==> src/rtl/mem_access_unit_if.sv <==
// Bus bundle between the load/store stage, the mem_access_unit and the data memory.
//
// Purpose: groups the core-side request/response signals and the word-wide memory
// strobe/response signals so the unit and its environment share one port.
//
// Modports:
//   slave  - the mem_access_unit: takes core requests and memory data/response,
//            drives the core result and the memory strobes/address/write data.
//   master - the environment (core + data memory): the mirror image of slave.
interface mem_access_unit_if;
    // core side
    logic        cpu_read;
    logic        cpu_write;
    logic [31:0] cpu_address;
    logic [31:0] cpu_write_data;
    logic [1:0]  cpu_size;
    logic        cpu_unsigned;
    logic [31:0] cpu_read_data;
    logic        cpu_response;
    logic        cpu_misaligned;
    logic        cpu_timeout;
    // memory side
    logic        memory_read;
    logic        memory_write;
    logic [31:0] address;
    logic [31:0] write_data;
    logic [31:0] read_data;
    logic        response;

    modport slave (
        input  cpu_read, cpu_write, cpu_address, cpu_write_data, cpu_size, cpu_unsigned,
        output cpu_read_data, cpu_response, cpu_misaligned, cpu_timeout,
        output memory_read, memory_write, address, write_data,
        input  read_data, response
    );

    modport master (
        output cpu_read, cpu_write, cpu_address, cpu_write_data, cpu_size, cpu_unsigned,
        input  cpu_read_data, cpu_response, cpu_misaligned, cpu_timeout,
        input  memory_read, memory_write, address, write_data,
        output read_data, response
    );
endinterface

==> src/rtl/mem_access_unit.sv <==
// mem_access_unit: converts byte/halfword/word loads and stores from the core into
// word-only data memory transactions.
//
// Sub-word stores are done as read-modify-write, loads are lane-selected and
// sign/zero-extended, misaligned accesses complete immediately with an error flag,
// and a strobe held too long without a memory response is aborted.
//
// Ports:
//   clk  - system clock
//   rst  - asynchronous active-high reset
//   bus  - mem_access_unit_if.slave: core request/result and memory strobe/response
// Parameter:
//   TIMEOUT_CYCLES - cycles a strobe may wait for a response before abort (0 = never)
module mem_access_unit #(
    parameter int unsigned TIMEOUT_CYCLES = 16
) (
    input  logic               clk,
    input  logic               rst,
    mem_access_unit_if.slave   bus
);

    typedef enum logic [2:0] {IDLE, RD, RMW_RD, RMW_WR, WR, WAIT_W, DONE} state_t;

    state_t      state_q, state_d;
    logic [31:0] addr_q, addr_d;
    logic [31:0] data_q, data_d;
    logic [1:0]  size_q, size_d;
    logic        unsigned_q, unsigned_d;
    logic [31:0] timer_q, timer_d;
    logic [31:0] cpu_read_data_q, cpu_read_data_d;
    logic        cpu_response_q, cpu_response_d;
    logic        cpu_misaligned_q, cpu_misaligned_d;
    logic        cpu_timeout_q, cpu_timeout_d;
    logic        memory_read_q, memory_read_d;
    logic        memory_write_q, memory_write_d;
    logic [31:0] address_q, address_d;
    logic [31:0] write_data_q, write_data_d;

    logic        req_misaligned;
    logic        timer_expire;
    logic [7:0]  load_byte;
    logic [15:0] load_half;
    logic [31:0] load_ext;
    logic [31:0] store_lanes;
    logic [31:0] merged_word;
    logic [3:0]  lane_we;

    // Store data replicated into every lane it could land in; the per-lane
    // enables below pick which lanes replace the word read back from memory.
    assign store_lanes = size_q[0] ? {2{data_q[15:0]}} : {4{data_q[7:0]}};

    genvar gi;
    generate
        for (gi = 0; gi < 4; gi++) begin : g_lane
            localparam logic [1:0] LANE = 2'(gi);
            assign lane_we[gi] = size_q[0] ? (addr_q[1] == LANE[1]) : (addr_q[1:0] == LANE);
            assign merged_word[gi*8 +: 8] = lane_we[gi] ? store_lanes[gi*8 +: 8]
                                                        : bus.read_data[gi*8 +: 8];
        end
    endgenerate

    assign req_misaligned = ((bus.cpu_size == 2'b01) && bus.cpu_address[0]) ||
                            (bus.cpu_size[1] && (bus.cpu_address[1:0] != 2'b00));

    // The increment that would reach the limit is the one that aborts.
    assign timer_expire = (TIMEOUT_CYCLES != 0) && ((timer_q + 32'd1) >= TIMEOUT_CYCLES);

    // Little-endian lane select and extension of the load result.
    always_comb begin
        load_byte = 8'(bus.read_data >> {addr_q[1:0], 3'b000});
        load_half = 16'(bus.read_data >> {addr_q[1], 4'b0000});
        case (size_q)
            2'b00:   load_ext = unsigned_q ? {24'h0, load_byte} : {{24{load_byte[7]}}, load_byte};
            2'b01:   load_ext = unsigned_q ? {16'h0, load_half} : {{16{load_half[15]}}, load_half};
            default: load_ext = bus.read_data;
        endcase
    end

    always_comb begin
        state_d          = state_q;
        addr_d           = addr_q;
        data_d           = data_q;
        size_d           = size_q;
        unsigned_d       = unsigned_q;
        timer_d          = timer_q;
        cpu_read_data_d  = cpu_read_data_q;
        cpu_misaligned_d = 1'b0;
        cpu_timeout_d    = 1'b0;
        address_d        = address_q;
        write_data_d     = write_data_q;

        case (state_q)
            IDLE: begin
                timer_d = 32'd0;
                if (bus.cpu_write || bus.cpu_read) begin
                    addr_d     = bus.cpu_address;
                    data_d     = bus.cpu_write_data;
                    size_d     = bus.cpu_size;
                    unsigned_d = bus.cpu_unsigned;
                    address_d  = {bus.cpu_address[31:2], 2'b00};
                    if (req_misaligned) begin
                        state_d          = DONE;
                        cpu_misaligned_d = 1'b1;
                    end else if (bus.cpu_write) begin
                        if (bus.cpu_size[1]) begin
                            state_d      = WR;
                            write_data_d = bus.cpu_write_data;
                        end else begin
                            state_d = RMW_RD;
                        end
                    end else begin
                        state_d = RD;
                    end
                end
            end
            RD, RMW_RD, WAIT_W: begin
                if (bus.response) begin
                    timer_d = 32'd0;
                    if (state_q == RD) begin
                        cpu_read_data_d = load_ext;
                        state_d         = DONE;
                    end else if (state_q == RMW_RD) begin
                        write_data_d = merged_word;
                        state_d      = RMW_WR;
                    end else begin
                        state_d = DONE;
                    end
                end else if (timer_expire) begin
                    timer_d       = 32'd0;
                    cpu_timeout_d = 1'b1;
                    state_d       = DONE;
                end else begin
                    timer_d = timer_q + 32'd1;
                end
            end
            RMW_WR, WR: state_d = WAIT_W;
            DONE:       state_d = IDLE;
            default:    state_d = IDLE;
        endcase

        // Strobes and the completion pulse are registered from the next state so
        // they line up exactly with the state they belong to.
        cpu_response_d = (state_d == DONE);
        memory_read_d  = (state_d == RD) || (state_d == RMW_RD);
        memory_write_d = (state_d == WR) || (state_d == RMW_WR);
    end

    always_ff @(posedge clk or posedge rst) begin
        if (rst) begin
            state_q          <= IDLE;
            addr_q           <= 32'd0;
            data_q           <= 32'd0;
            size_q           <= 2'b00;
            unsigned_q       <= 1'b0;
            timer_q          <= 32'd0;
            cpu_read_data_q  <= 32'd0;
            cpu_response_q   <= 1'b0;
            cpu_misaligned_q <= 1'b0;
            cpu_timeout_q    <= 1'b0;
            memory_read_q    <= 1'b0;
            memory_write_q   <= 1'b0;
            address_q        <= 32'd0;
            write_data_q     <= 32'd0;
        end else begin
            state_q          <= state_d;
            addr_q           <= addr_d;
            data_q           <= data_d;
            size_q           <= size_d;
            unsigned_q       <= unsigned_d;
            timer_q          <= timer_d;
            cpu_read_data_q  <= cpu_read_data_d;
            cpu_response_q   <= cpu_response_d;
            cpu_misaligned_q <= cpu_misaligned_d;
            cpu_timeout_q    <= cpu_timeout_d;
            memory_read_q    <= memory_read_d;
            memory_write_q   <= memory_write_d;
            address_q        <= address_d;
            write_data_q     <= write_data_d;
        end
    end

    assign bus.cpu_read_data  = cpu_read_data_q;
    assign bus.cpu_response   = cpu_response_q;
    assign bus.cpu_misaligned = cpu_misaligned_q;
    assign bus.cpu_timeout    = cpu_timeout_q;
    assign bus.memory_read    = memory_read_q;
    assign bus.memory_write   = memory_write_q;
    assign bus.address        = address_q;
    assign bus.write_data     = write_data_q;

endmodule

==> src/flat_wrapper.sv <==
// flat-port wrapper written by rule: the top's interface ports become plain ports
module mem_access_unit_flat 
#(
    parameter int unsigned TIMEOUT_CYCLES = 16
)
  (clk, rst, bus_cpu_read, bus_cpu_write, bus_cpu_address, bus_cpu_write_data, bus_cpu_size, bus_cpu_unsigned, bus_cpu_read_data, bus_cpu_response, bus_cpu_misaligned, bus_cpu_timeout, bus_memory_read, bus_memory_write, bus_address, bus_write_data, bus_read_data, bus_response);
  mem_access_unit_if bus_i ();
  input  logic clk;
  input  logic rst;
  input wire logic [$bits(bus_i.cpu_read)-1:0] bus_cpu_read;
  input wire logic [$bits(bus_i.cpu_write)-1:0] bus_cpu_write;
  input wire logic [$bits(bus_i.cpu_address)-1:0] bus_cpu_address;
  input wire logic [$bits(bus_i.cpu_write_data)-1:0] bus_cpu_write_data;
  input wire logic [$bits(bus_i.cpu_size)-1:0] bus_cpu_size;
  input wire logic [$bits(bus_i.cpu_unsigned)-1:0] bus_cpu_unsigned;
  output wire logic [$bits(bus_i.cpu_read_data)-1:0] bus_cpu_read_data;
  output wire logic [$bits(bus_i.cpu_response)-1:0] bus_cpu_response;
  output wire logic [$bits(bus_i.cpu_misaligned)-1:0] bus_cpu_misaligned;
  output wire logic [$bits(bus_i.cpu_timeout)-1:0] bus_cpu_timeout;
  output wire logic [$bits(bus_i.memory_read)-1:0] bus_memory_read;
  output wire logic [$bits(bus_i.memory_write)-1:0] bus_memory_write;
  output wire logic [$bits(bus_i.address)-1:0] bus_address;
  output wire logic [$bits(bus_i.write_data)-1:0] bus_write_data;
  input wire logic [$bits(bus_i.read_data)-1:0] bus_read_data;
  input wire logic [$bits(bus_i.response)-1:0] bus_response;
  assign bus_i.cpu_read = bus_cpu_read;
  assign bus_i.cpu_write = bus_cpu_write;
  assign bus_i.cpu_address = bus_cpu_address;
  assign bus_i.cpu_write_data = bus_cpu_write_data;
  assign bus_i.cpu_size = bus_cpu_size;
  assign bus_i.cpu_unsigned = bus_cpu_unsigned;
  assign bus_cpu_read_data = bus_i.cpu_read_data;
  assign bus_cpu_response = bus_i.cpu_response;
  assign bus_cpu_misaligned = bus_i.cpu_misaligned;
  assign bus_cpu_timeout = bus_i.cpu_timeout;
  assign bus_memory_read = bus_i.memory_read;
  assign bus_memory_write = bus_i.memory_write;
  assign bus_address = bus_i.address;
  assign bus_write_data = bus_i.write_data;
  assign bus_i.read_data = bus_read_data;
  assign bus_i.response = bus_response;
  mem_access_unit #(.TIMEOUT_CYCLES(TIMEOUT_CYCLES)) u_core (.clk(clk), .rst(rst), .bus(bus_i));
endmodule
==> config.mk <==
export PLATFORM = sky130hd
export DESIGN_NAME = mem_access_unit_flat
export DESIGN_NICKNAME = d
export VERILOG_FILES = /design/src/rtl/mem_access_unit_if.sv /design/src/rtl/mem_access_unit.sv /design/src/flat_wrapper.sv
export SDC_FILE = /design/constraint.sdc
export NUM_CORES = 1
export LEC_CHECK = 0
export ABC_AREA = 1
export CAP_MARGIN = 20
export CORE_MARGIN = 8
export CORE_UTILIZATION = 45
export CTS_CLUSTER_DIAMETER = 60
export DETAILED_ROUTE_END_ITERATION = 10
export PLACE_DENSITY = 0.78
export SYNTH_ARGS = -nofsm -noshare
export SYNTH_HDL_FRONTEND = slang
export SYNTH_SLANG_ARGS = --single-unit
==> constraint.sdc <==
create_clock -name clk -period 4.55 [get_ports clk]
set_input_delay 0.6825 -clock clk [delete_from_list [all_inputs] [get_ports clk]]
set_output_delay 0.6825 -clock clk [all_outputs]
set_load 0.03 [all_outputs]
After elaboration in Yosys (flattened, before gate mapping)
Index checks and enable logic that the tools add are counted.
{"block": "totals", "ff_bits": 155, "elab_cells": 95}
{"block": "classes", "n_addsub": 1, "magnitude_cmp": 1, "eq_ne": 22, "shift": 2, "n_mux": 38, "bitwise": 1, "n_reduce_logical": 16}
{"cell": "2-to-1 mux 32 bit", "count": 12}
{"cell": "one-hot mux 32 bit (2 select lines)", "count": 3}
{"cell": "adder 32 x 1 -> 32 bit, second input constant", "count": 1}
{"cell": "greater-or-equal comparator 32 x 5 -> 1 bit, second input constant", "count": 1}
{"cell": "2-to-1 mux 8 bit", "count": 4}
{"cell": ">> shifter 32 x 5 -> 16 bit", "count": 1}
{"cell": ">> shifter 32 x 5 -> 8 bit", "count": 1}
{"cell": "2-to-1 mux 3 bit", "count": 8}
{"cell": "== test 3 x 2 -> 1 bit, second input constant", "count": 4}
{"cell": "== test 3 bit, second input constant", "count": 4}
{"cell": "2-to-1 mux 1 bit", "count": 10}
{"cell": "!= test 2 bit, second input constant", "count": 5}
{"cell": "one-hot mux 3 bit (3 select lines)", "count": 1}
{"cell": "AND reduction 8 bit", "count": 1}
{"cell": "== test 2 x 1 -> 1 bit, second input constant", "count": 3}
{"cell": "== test 3 x 1 -> 1 bit, second input constant", "count": 2}
{"cell": "== test 2 bit, second input constant", "count": 2}
{"cell": "logical NOT 2 bit", "count": 2}
{"cell": "logical OR 1 bit", "count": 4}
{"cell": "!= test 2 x 1 -> 1 bit, second input constant", "count": 2}
{"cell": "nonzero test 2 bit", "count": 2}
{"cell": "logical NOT 3 bit", "count": 1}
{"cell": "AND reduction 3 bit", "count": 1}
{"cell": "OR reduction 3 bit", "count": 1}
{"cell": "4 further kinds", "count": 5}

Logic depth before layout (Yosys ltp)
Gate-level depths: netlist (run 1).
{"block": "depth", "word_depth": 8, "ltp_mapped": 19, "depth_no_buf": 19}

Worst setup path before layout (run 1)
OpenSTA, ideal clock, no wires.
{"block": "synth_path", "kind": "reg-to-reg", "start": "register u_core.timer_q[1]", "end": "register u_core.cpu_response_q (netlist: u_core.bus.cpu_response)", "setup_ps": 113, "t_arrival_ps": 1861, "t_required_ps": 4437, "path_slack_ps": 2576, "stages_incl_launch_ff": 16, "n_path_buf": 0, "path_cell_list": "dfrtp_1 > ha_1 > nand2_2 > nor2_4 > nand2_2 > nor2_4 > nand2_2 > xor2_1 > nor2_1 > nand2_1 > nor2_4 > nand2_2 > o21ai_2 > nand2_1 > nand2_1 > inv_1"}
{"block": "synth_between", "elab_chain_cells": 6}
{"item": "start: declaration", "line": "mem_access_unit.sv:29", "source": "logic [31:0] timer_q, timer_d;"}
{"item": "start signal: assignment", "line": "mem_access_unit.sv:170", "source": "timer_q <= timer_d;"}
{"item": "adder 32 x 1 -> 32 bit", "line": "mem_access_unit.sv:66", "source": "assign timer_expire = (TIMEOUT_CYCLES != 0) && ((timer_q + 32'd1) >= TIMEOUT_CYCLES);"}
{"item": "greater-or-equal comparator 32 x 5 -> 1 bit", "line": "mem_access_unit.sv:66"}
{"item": "2-to-1 mux 3 bit", "line": "mem_access_unit.sv:128", "source": "end else if (timer_expire) begin"}
{"item": "2-to-1 mux 3 bit", "line": "mem_access_unit.sv:117", "source": "if (bus.response) begin"}
{"item": "one-hot mux 3 bit (3 select lines)", "line": "mem_access_unit.sv:92", "source": "case (state_q)"}
{"item": "named net u_core.state_d[2]", "line": "mem_access_unit.sv:24", "source": "state_t state_q, state_d;"}
{"item": "== test 3 bit", "line": "mem_access_unit.sv:143", "source": "cpu_response_d = (state_d == DONE);"}
{"item": "named net u_core.cpu_response_d", "line": "mem_access_unit.sv:31", "source": "logic cpu_response_q, cpu_response_d;"}
{"item": "end signal: assignment", "line": "mem_access_unit.sv:172", "source": "cpu_response_q <= cpu_response_d;"}
{"item": "end: declaration", "line": "mem_access_unit.sv:31"}
The timed path passes the listed nets, and every way through them passes these cells.
A chain may end at the register's enable or synchronous reset.

Worst setup path in the final report (run 1)
{"block": "layout_path", "start": "register u_core.size_q[1]", "end": "register u_core.cpu_read_data_q[22] (netlist: u_core.bus.cpu_read_data[22])"}
{"block": "layout_between", "elab_chain_cells": 2}
{"item": "start: declaration", "line": "mem_access_unit.sv:27", "source": "logic [1:0] size_q, size_d;"}
{"item": "start signal: assignment", "line": "mem_access_unit.sv:168", "source": "size_q <= size_d;"}
{"item": "== test 2 x 1 -> 1 bit / logical NOT 2 bit (equally long branches)", "line": "mem_access_unit.sv:72", "source": "case (size_q)"}
{"item": "one-hot mux 32 bit (2 select lines) *", "line": "mem_access_unit.sv:72"}
{"item": "end signal: assignment", "line": "mem_access_unit.sv:171", "source": "cpu_read_data_q <= cpu_read_data_d;"}
{"item": "end: declaration", "line": "mem_access_unit.sv:30", "source": "logic [31:0] cpu_read_data_q, cpu_read_data_d;"}
Every way passes the cells marked *; elsewhere a longest branch is shown, timed or not.

==> flow_summary.ini, run 1 <==
[cts]
clock-sinks = 155
cts-htree-levels = 4
path_clk_slew_ps = 60
clk_latency_ps = 420
root_buffer = clkbuf_16
ctsResizeCount = 0
post_cts_buffers = 0
cts_made_buffers = 17
cts_tree = yes
ctsHoldBuffers = 0
clockBufferDepth = 2

[routing]
first_iter_violations = 654
viasPerCell = 5.22
wire_per_inst_um = 16.9
post-route-drc-count = 0
wl_um = 24800
vias = 7658
drt_first_pass_iters = 5
postRouteAntennaNets = 0

[timing]
fin_ws_ps = 1870
tns_ps = 0
tightest_slew_ps = 988
slew_violations = 0
hold_viol_final = 0
clock-skew-final_ps = 7.05
max_freq_mhz = 373
rsz0062_at_grt = no
fin_crit_ps = 2680
relSlewSlack = 0.339
finalSetupViolCount = 0
post-route-period-util = 0.589

[worst_setup_path]
critPathLaunchType = flop
path_max_fanout = 29
crit_type = reg2reg
crit_arrival_ps = 2980
required_ps = 4850
critPathCaptureType = flop

[power]
power.leakage_uw = 0.00480
ir_drop_mv = 0.491
p_per_area_nw_per_um2 = 726

[synthesis]
synth_top_family_by_area = simple AND/OR/NAND/NOR gates
synth_edf_count = 0
synth_seq_cells = 155
synth_compound_area_frac = 0.141
yosys.area.top_type = dfrtp_1
yosys-top-cells-area = dfrtp_1, nand2_1, nor2_1
ys_types = 34
synth_top_cell_area_share = 0.495
synth_fa_ha_area_frac = 0.00160
yosys.area_share.simple = 0.283
syn_avg_cell_area_um2 = 7.51
synth.area.mux_share = 0.00766
postSynthCellCount = 1044
postSynth.asyncResetShare = 1.00
synth_top_flop_cell = dfrtp_1
synth_xor_area_frac = 0.00782
yosys_warnings = 0
seq_area_frac_synth = 0.495
netlist_area_um2 = 7840

[floorplanning]
start_util = 0.456
die_area_um2 = 21900
io_pins = 205
core_area_um2 = 17200
placementRows = 48
die_h_um = 148
die_x_um = 148

[final_layout]
drive_gt1_frac = 0.0548
final_common_cell = nand2_1
utilization = 0.620
fill_cells = 1569
seqCellArea_um2 = 3880
final_nets = 1333
layout_common_cells = nand2_1, clkdlybuf4s50_1, nor2_1
layout.cells.non_filler = 1466
n_antenna_cell = 0
multi_input_area_um2 = 3480
area_delta_synth_final_pct = 35.8

[placed_design]
place_congestion = 0.912
hpwl_um = 18700
port_buffers = 202
pre_cts_slack_ps = 1490
dpl.cell_count = 1433

[min_path]
hold_class = reg2reg

[global_routing]
grt_antenna_before_repair = 1
grt_pass1_wl_um = 39500
grt_util_all_layers = 0.228
grt_pass1_vias = 7429
grt-ovfl-total = 0
grt_max_degree = 86

[run]
cap_viol_max_count = 0

[outcome]
status = finished, final reports clean
## routing by layer
layer / track usage / routed length, um / vias to the layer above
met3: 0.0611 / 1950 / 63
met5: 0 / 13 / -
met2: 0.357 / 11700 / 319
met4: 0.106 / 847 / 2
met1: 0.290 / 10300 / 3543
li1: - / - / 3731
## synthesized netlist by cell type (4+ instances only)
cell        n
o21ai_0    51
dfrtp_1   155
inv_1      76
buf_2       8
nand2_1   335
mux2i_1     6
buf_1       8
clkbuf_1   30
nor2_1    159
xor2_1      7
nand2_2     6
nor3_1      5
o211ai_1   23
a31oi_1    42
nor2_4      4
a21oi_1    70
nand3_1    29
nand4_1     4
nor2_2      8
## where the power goes
group | internal, uW | leakage, uW | switching (uW)
Clock | 828 | 0.000281 | 592
Sequential | 1930 | 0.00191 | 401
Combinational | 1430 | 0.00261 | 2540
Total | 4190 | 0.00480 | 3540
## kinds of logic (layout without fill, tap and decap cells)
family          count (synthesis)  in the layout
simple gates                  553            553
compound gates                193            193
flops                         155            155
buf+inv                       128            324
xor+xnor                        7              7
mux                             6              6
fa+ha+maj                       1              1
other cells                     1              2
## stage by stage
stage	cell area (um^2)	hold WS, ps	power (uW)
6_report	10600	470	7720
5_1_grt	10600	493	8200
4_1_cts	10600	475	7750
3_5_place_dp	10100	458	6310
3_3_place_gp	10100	453	6240
2_1_floorplan	7840	442	4740
## worst max-delay path, cell delays in order, from the launching register on
cell	delay [ps]
dfrtp_1	920
clkinv_1	480
nand2_1	360
inv_1	120
a21oi_1	300
buf_4	270
a21oi_1	90
## sequential cells by signal (all words and copies together) (netlist names)
register,count
u_core.data_q,16
u_core.unsigned_q,1
u_core.bus.memory_read,1
u_core.bus.cpu_read_data,32
u_core.state_q,3
u_core.bus.address,30
u_core.addr_q,2
u_core.bus.cpu_response,1
u_core.size_q,2
u_core.bus.memory_write,1
u_core.timer_q,32
u_core.bus.cpu_timeout,1
u_core.bus.cpu_misaligned,1
u_core.bus.write_data,32
## final timing paths
kind | endpoint | start | slack (ps) | cells past startpoint
max in group asynchronous | u_core.bus.write_data[31]$_DFFE_PP0P_ | rst | 2870 | 3
min | u_core.bus.address[25]$_DFFE_PP0P_ | u_core.bus.address[25]$_DFFE_PP0P_ | 470 | 2
min reg2reg | u_core.bus.address[25]$_DFFE_PP0P_ | u_core.bus.address[25]$_DFFE_PP0P_ | 470 | 2
max reg2reg | u_core.bus.cpu_read_data[22]$_DFFE_PP0P_ | u_core.size_q[1]$_DFFE_PP0P_ | 1870 | 6
max | u_core.bus.cpu_read_data[22]$_DFFE_PP0P_ | u_core.size_q[1]$_DFFE_PP0P_ | 1870 | 6
min in group asynchronous | u_core.timer_q[6]$_DFFE_PP0P_ | rst | 750 | 2
## final cells by class
type,instances,share of cell area
well taps,225,0.0265
repair buffers,212,0.198
clock buffers,20,0.0420
clock inverters,12,0.0129
flip-flops and latches,155,0.364
multi-input cells,762,0.327
inverters,80,0.0286
Power figures use the tool's default switching activity.
==> run 2, diff against run 1 <==
==> constraint.sdc (replaced) <==
create_clock -name clk -period 2.2 [get_ports clk]
set_input_delay 0.33 -clock clk [delete_from_list [all_inputs] [get_ports clk]]
set_output_delay 0.33 -clock clk [all_outputs]
set_load 0.03 [all_outputs]
==> flow_summary.ini, run 2 (synthesis gave the netlist of run 1 again) <==
[floorplanning]
io_pins = 205
placementRows = 48
core_area_um2 = 17200
start_util = 0.456
die_area_um2 = 21900
die_x_um = 148
die_h_um = 148

[final_layout]
final_nets = 1359
design_area_um2 = 11100
drive_gt1_frac = 0.0868
seqCellArea_um2 = 3880
n_antenna_cell = 0
area_delta_synth_final_pct = 41.7
multi_input_area_um2 = 3570
final_common_cell = nand2_1
fill_cells = 1513
layout_common_cells = nand2_1, clkdlybuf4s50_1, dfrtp_1

[worst_setup_path]
critPathLaunchType = flop
crit_top_cell = nand2_1
slowest_stage = dfrtp_1
path_max_fanout = 4
path_delay_family = simple AND/OR/NAND/NOR gates
required_ps = 2520
worstPathCellList = buf_4, nand2_1, nor2_4, nand3_1, inv_1, nand2_1, nand2_1, nand2_1, nor2_1, nand3_1, nor2_4, nand3_2, nand2_1, nand2_2, nor2_1, nor2_1
critPathCaptureType = flop
crit_arrival_ps = 2510
slowest_delay_ps = 390
critPathBufInv = 2
crit_type = reg2reg

[power]
power.leakage_uw = 0.00503
ir_drop_mv = 0.880
p_per_area_nw_per_um2 = 1510

[placed_design]
port_buffers = 202
placed_area_um2 = 10300
hpwl_um = 19100
place_congestion = 0.941

[timing]
fin_crit_ps = 2190
hold_viol_final = 0
rsz0062_at_grt = yes
tns_ps = 0
finalSetupViolCount = 0
max_freq_mhz = 457
post-route-period-util = 0.995
slew_violations = 0
tightest_slew_ps = 920
relSlewSlack = 0.385
clock-skew-final_ps = 9.64

[cts]
cts_made_buffers = 17
path_clk_slew_ps = 70
clockBufferDepth = 2
clock-sinks = 155
clk_latency_ps = 430
ctsHoldBuffers = 0
root_buffer = clkbuf_16
cts_tree = yes
cts-htree-levels = 4

[routing]
wire_per_inst_um = 17.1
viasPerCell = 5.20
wl_um = 25600
vias = 7754
drt_first_pass_iters = 6
post-route-drc-count = 0
postRouteAntennaNets = 0
first_iter_violations = 735

[global_routing]
grt_pass1_vias = 7611
grt_pass1_wl_um = 40400
grt-ovfl-total = 0
grt_util_all_layers = 0.234
grt_max_degree = 66
grt_antenna_before_repair = 0

[run]
cap_viol_max_count = 0

[min_path]
hold_class = in2async

[outcome]
status = finished, final reports clean
==> run 2: final timing paths <==
path | from | endpoint | slack [ps] | cells past startpoint
min | rst | u_core.bus.address[11]$_DFFE_PP0P_ | 210 | 2
max in group asynchronous | rst | u_core.bus.write_data[26]$_DFFE_PP0P_ | 1400 | 4
max | u_core.timer_q[1]$_DFFE_PP0P_ | u_core.bus.memory_read$_DFF_PP0_ | 10 | 16
min in group clk | bus_cpu_address[29] | u_core.bus.address[29]$_DFFE_PP0P_ | 430 | 3
min reg2reg | u_core.bus.address[13]$_DFFE_PP0P_ | u_core.bus.address[13]$_DFFE_PP0P_ | 470 | 2
max reg2reg | u_core.timer_q[1]$_DFFE_PP0P_ | u_core.bus.memory_read$_DFF_PP0_ | 10 | 16
==> run 2: per-stage QoR <==
step | setup slack, ps | util | std cells | hold slack (ps) | total power [uW]
floorplan | -88.9 | - | 1045 | 442 | 9800
global placement | 58.5 | 0.597 | 1451 | 453 | 13100
detailed placement | -61.9 | 0.597 | 1451 | 457 | 13300
CTS | -5.18 | 0.639 | 1487 | 208 | 16800
global route | -171 | 0.646 | 1492 | 231 | 17800
finish | 10.8 | 0.646 | 1492 | 207 | 16700
==> run 2: area by class of cell <==
| cell class | instances | area share |
|---|---|---|
| inverter | 80 | 0.0285 |
| multi-input combinational | 762 | 0.321 |
| clock buffer | 18 | 0.0395 |
| tap | 225 | 0.0254 |
| sequential | 155 | 0.349 |
| timing repair buffer | 238 | 0.215 |
| clock inverter | 14 | 0.0207 |
==> run 2: where the power goes <==
group	internal, uW	switching (uW)
Clock	2080	1310
Combinational	3170	5510
Sequential	3990	685
==> run 2: timing repair <==
item                       in CTS  in global routing
resized for setup               4                 22
buffers inserted                4                  5
setup endpoints to repair       5                 10
pin swaps                       3                  2
==> run 2: layer usage <==
metal,vias up,global-route usage,routed length (um)
li1,3794,-,-
met1,3607,0.293,10600
met2,300,0.377,12300
met4,0,0.0908,672
met5,-,0,0
met3,53,0.0654,2030
==> run 3, diff against run 2 <==
--- a/config.mk
+++ b/config.mk
@@ -9,7 +9,7 @@
 export CAP_MARGIN = 20
 export CORE_MARGIN = 8
 export CORE_UTILIZATION = 45
-export CTS_CLUSTER_DIAMETER = 60
+export CTS_CLUSTER_DIAMETER = 80
 export DETAILED_ROUTE_END_ITERATION = 10
 export PLACE_DENSITY = 0.78
 export SYNTH_ARGS = -nofsm -noshare
==> results of run 3 <==
No change in the layout: final DEF, timing and power equal those of run 2.
